--- config.mk ---
export PLATFORM = sky130hd
export DESIGN_NAME = instr_fetch
export DESIGN_NICKNAME = d
export VERILOG_FILES = /design/src/rtl/rv32_pkg.sv /design/src/rtl/instr_fetch.sv
export SDC_FILE = /design/constraint.sdc
export NUM_CORES = 1
export LEC_CHECK = 0
export CELL_PAD_IN_SITES_DETAIL_PLACEMENT = 1
export CELL_PAD_IN_SITES_GLOBAL_PLACEMENT = 1
export CORE_MARGIN = 8
export CORE_UTILIZATION = 38
export CTS_CLUSTER_SIZE = 8
export DETAILED_ROUTE_END_ITERATION = 16
export GPL_TIMING_DRIVEN = 0
export HOLD_SLACK_MARGIN = 0.1
export PLACE_DENSITY_LB_ADDON = 0.1
export SLEW_MARGIN = 20
export SYNTH_ARGS = -nofsm -noshare
export SYNTH_HDL_FRONTEND = slang
export SYNTH_SLANG_ARGS = --single-unit
--- constraint.sdc ---
create_clock -name clk -period 5.7 [get_ports clk]
set_input_delay 0.855 -clock clk [delete_from_list [all_inputs] [get_ports clk]]
set_output_delay 0.855 -clock clk [all_outputs]
set_load 0.01 [all_outputs]
--- src/rtl/rv32_pkg.sv ---
// Shared RV32I core definitions used by the fetch stage.
package rv32_pkg;

    localparam int unsigned XLEN = 32;

    localparam logic [XLEN-1:0] NOP              = 32'h0000_0013;  // addi x0, x0, 0
    localparam logic [XLEN-1:0] DEFAULT_RESET_PC = 32'h0000_0000;

    typedef enum logic [1:0] {
        StIdle,
        StFetch,
        StDrain,
        StHold
    } fetch_state_e;

endpackage

--- src/rtl/instr_fetch.sv ---
// Instruction fetch stage: owns the PC, reads instruction memory over req/ack and
// presents one buffered instruction at a time to decode over valid/ready.
module instr_fetch
    import rv32_pkg::*;
#(
    parameter logic [XLEN-1:0] RESET_PC = DEFAULT_RESET_PC
) (
    input  logic            clk,
    input  logic            rst,
    output logic            mem_req,
    output logic [XLEN-1:0] mem_addr,
    input  logic            mem_ack,
    input  logic [XLEN-1:0] mem_rdata,
    output logic            inst_valid,
    input  logic            inst_ready,
    output logic [XLEN-1:0] instr_out,
    output logic [XLEN-1:0] pc_out,
    input  logic            redirect_valid,
    input  logic [XLEN-1:0] redirect_pc
);

    localparam logic [XLEN-1:0] RESET_PC_WORD = {RESET_PC[XLEN-1:2], 2'b00};

    fetch_state_e    state_q, state_d;
    logic [XLEN-1:0] pc_q, pc_d;
    logic [XLEN-1:0] target_q, target_d;
    logic            mem_req_q, mem_req_d;
    logic            inst_valid_q, inst_valid_d;
    logic [XLEN-1:0] instr_q, instr_d;
    logic [XLEN-1:0] pc_out_q, pc_out_d;

    logic [XLEN-1:0] redirect_word;
    logic            unused_redirect_lsbs;

    assign redirect_word        = {redirect_pc[XLEN-1:2], 2'b00};
    assign unused_redirect_lsbs = ^redirect_pc[1:0];

    // The memory address is the PC register itself, so it only moves when a
    // new transaction starts; in DRAIN the PC is left on the in-flight address.
    assign mem_req    = mem_req_q;
    assign mem_addr   = pc_q;
    assign inst_valid = inst_valid_q;
    assign instr_out  = instr_q;
    assign pc_out     = pc_out_q;

    always_comb begin
        state_d      = state_q;
        pc_d         = pc_q;
        target_d     = target_q;
        mem_req_d    = mem_req_q;
        inst_valid_d = inst_valid_q;
        instr_d      = instr_q;
        pc_out_d     = pc_out_q;

        unique case (state_q)
            StIdle: begin
                mem_req_d = 1'b1;
                state_d   = StFetch;
            end

            StFetch: begin
                if (mem_ack) begin
                    if (redirect_valid) begin
                        // Response is stale; reissue at the new target right away.
                        pc_d = redirect_word;
                    end else begin
                        instr_d      = mem_rdata;
                        pc_out_d     = pc_q;
                        inst_valid_d = 1'b1;
                        mem_req_d    = 1'b0;
                        state_d      = StHold;
                    end
                end else if (redirect_valid) begin
                    target_d = redirect_word;
                    state_d  = StDrain;
                end
            end

            StDrain: begin
                if (mem_ack) begin
                    pc_d    = redirect_valid ? redirect_word : target_q;
                    state_d = StFetch;
                end else if (redirect_valid) begin
                    target_d = redirect_word;
                end
            end

            StHold: begin
                // A redirect wins over a consume: the held instruction is dropped.
                if (redirect_valid) begin
                    inst_valid_d = 1'b0;
                    pc_d         = redirect_word;
                    mem_req_d    = 1'b1;
                    state_d      = StFetch;
                end else if (inst_ready) begin
                    inst_valid_d = 1'b0;
                    pc_d         = pc_q + 32'd4;
                    mem_req_d    = 1'b1;
                    state_d      = StFetch;
                end
            end

            default: begin
                state_d = StIdle;
            end
        endcase
    end

    always_ff @(posedge clk or posedge rst) begin
        if (rst) begin
            state_q      <= StIdle;
            pc_q         <= RESET_PC_WORD;
            target_q     <= '0;
            mem_req_q    <= 1'b0;
            inst_valid_q <= 1'b0;
            instr_q      <= NOP;
            pc_out_q     <= '0;
        end else begin
            state_q      <= state_d;
            pc_q         <= pc_d;
            target_q     <= target_d;
            mem_req_q    <= mem_req_d;
            inst_valid_q <= inst_valid_d;
            instr_q      <= instr_d;
            pc_out_q     <= pc_out_d;
        end
    end

endmodule

==> results.cfg <==
[outcome]
outcome = complete, no violations

[finish]
fillerInstances = 1654
register_area_um2 = 3307
fin_area_um2 = 8578
drive_gt1_share_pct = 18.65
layout.nets = 774
multi_input_area_um2 = 2559
num_antenna_cells = 0
syn2layout_area_growth_pct = 42.15

[clocking]
post-cts-setup-buffers = 0
clk_path_buf_depth = 2
clk_pin_slew_ns = 0.06
clkSinkCount = 132
cts_made_buffers = 17
cts_resized = 0
cts.htree.levels = 4
cts_tree = built
cts_root_buffer = clkbuf_16
insertion_delay_ns = 0.43
cts_hold_buf = 0

[synth]
synth-edff-count = 0
synth_most_common_cell = dfrtp_1
netlist_top_cells_count = 129 x dfrtp_1, 91 x mux2_2, 56 x o21ai_0
yosys_most_used_dff = dfrtp_1
synth_area_um2 = 6035
yosysTopAreaCell = dfrtp_1
avgSynthCellArea_um2 = 11.67
synthTopCellsByArea = dfrtp_1 53%, mux2_2 17%, o21ai_0 4.6%, a22oi_1 2.2%, nand2_1 1.9%
syn-num-nets = 591
synthArstFlopShare_pct = 100.0
synth-seq-cells = 132
yosys.area.top_type_share_pct = 53.49
yosysSeqAreaShare_pct = 54.80
syn_inst = 517
ys_types = 47
yosys_warnings = 0

[global_route]
grt_pass1_vias = 5581
grt_max_degree = 68
grt_pass1_wl_mm = 32.13
overflow = 0
gr-usage-all-layers_pct = 20.86
antenna_found_initial = 0

[power_and_ir_drop]
power.density_nw_per_um2 = 598.9
cellLeakagePower_uw = 0.003540
vdd_drop_max_v = 0.0002371

[worst_setup_path]
critPathKind = input pin to flip-flop
required_ns = 5.98
start_kind = input pin
critPathMaxFanout = 10
reg2reg_depth = 7
r2r-start = state_q[0]
r2r-end = mem_addr[21]
end_kind = flip-flop
cp.arrival_ns = 3.47
r2r_setup_slack_ns = 2.73

[placed_design]
finalWeightedCongestion = 0.8421
place_area_um2 = 7984
port_buffers = 163
dpl.hpwl_mm = 14.54

[flow_run]
max-cap-violations = 0

[worst_hold_path]
hp-start = pc_out[20]
hold_path_end = pc_out[20]
hold_depth = 2
min_path_type = flip-flop to flip-flop

[routing]
drtAntennaViolNets = 0
drtPass1Iterations = 5
drt_wl_total_mm = 20.32
via_per_inst = 5.533
first_iter_violations = 374
routed-via-count = 5140
drt_drc_violations_left = 0
wl_per_cell_um = 21.87

[timing]
tns_ns = 0
worst_pin_slew_ns = 0.9043
finalCritPeriodShare_pct = 55.90
finalMaxSlewViolations = 0
finalCriticalPeriod_ns = 3.186
setup_viol = 0
finalHoldViolCount = 0
finClkSkew_ns = 0.01095
max_freq_mhz = 313.8
worst_hold_slack_ns = 0.4946
rsz0062_at_grt = false
maxSlewHeadroom_pct = 39.58

[die]
dieArea_um2 = 20170
die_h_um = 142.0
start_util_pct = 38.41
fp-row-count = 46
ios = 167
coreArea_um2 = 15710
die_w_um = 142.0
==> metrics by stage <==
step	total power (uW)	instances	util (%)	worst slack [ns]
2_1_floorplan	2837	517	-	1.324
3_3_place_gp	3923	896	50.51	-0.6564
3_5_place_dp	4040	897	50.81	2.113
4_1_cts	5181	929	54.59	2.566
5_1_grt	5450	929	54.59	2.340
6_report	5138	929	54.59	2.514
==> report_power, final <==
part	internal (uW)	switching, uW
logic	1170	1090
clock network	706	411
registers	1400	365
==> final cells by class <==
cell class	count	area share, %
Buffer	36	1.721
Clock buffer	22	5.411
Clock inverter	10	1.517
Inverter	9	0.4813
Multi-Input combinational cell	340	29.83
Sequential cell	132	38.55
Tap cell	216	3.151
Timing Repair Buffer	164	19.34
==> per-layer routing <==
metal	wire (um)	GRT usage, %
met5	0	0
met4	503	8.819
met3	1186	5.770
met2	10350	34.51
met1	8275	25.04
==> critical path: stages <==
cell and delay, ns:
clkdlybuf4s50_1 0.53, nor3b_1 0.80, a2111o_1 0.30, buf_2 0.26, clkbuf_1 0.53, o21ai_0 0.20
==> cells by family after synthesis <==
group | count (synthesis) | share of synthesized area [%]
AOI/OAI and AO/OA | 133 | 14.74
DFF | 132 | 54.80
and+or+nand+nor | 111 | 9.434
muxes | 91 | 16.98
buffers and inverters | 45 | 3.006
adders and majority gates | 5 | 1.037
==> worst max path at each step <==
stage,slack [ns],start,endpoint,depth (start not counted)
finish,2.51,redirect_valid,mem_addr[28],6
global route,2.34,redirect_valid,mem_addr[28],6
CTS,2.57,redirect_valid,mem_addr[28],6
detailed placement,2.11,redirect_valid,mem_addr[28],6
global placement,-0.66,rst,pc_out[9],2
floorplan,1.32,rst,inst_valid,1
==> cells in the final DEF (no fill, tap or decap), types with 4 or more instances in the layout <==
cell,n
nand2_1,30
a22oi_1,18
a221oi_1,4
o21ai_0,56
dfrtp_1,129
o31a_1,6
and2_1,6
and3_1,6
clkbuf_1,28
nand3_1,12
ha_1,5
clkinv_2,5
o2bb2ai_1,4
a222oi_1,7
buf_2,4
clkdlybuf4s50_1,163
nor4_1,4
nor3_1,5
inv_1,8
a31oi_1,5
buf_1,6
clkbuf_16,17
nor2_1,21
a21oi_1,13
nand4_1,11
a41oi_1,4
mux2_2,91
==> flip-flops by register name, summed over array words and instances, names as in the netlist <==
signal,cells
state_q,2
mem_addr,32
instr_out,32
target_q,32
inst_valid,1
mem_req,1
pc_out,32
(Power assumes the default switching activity.)
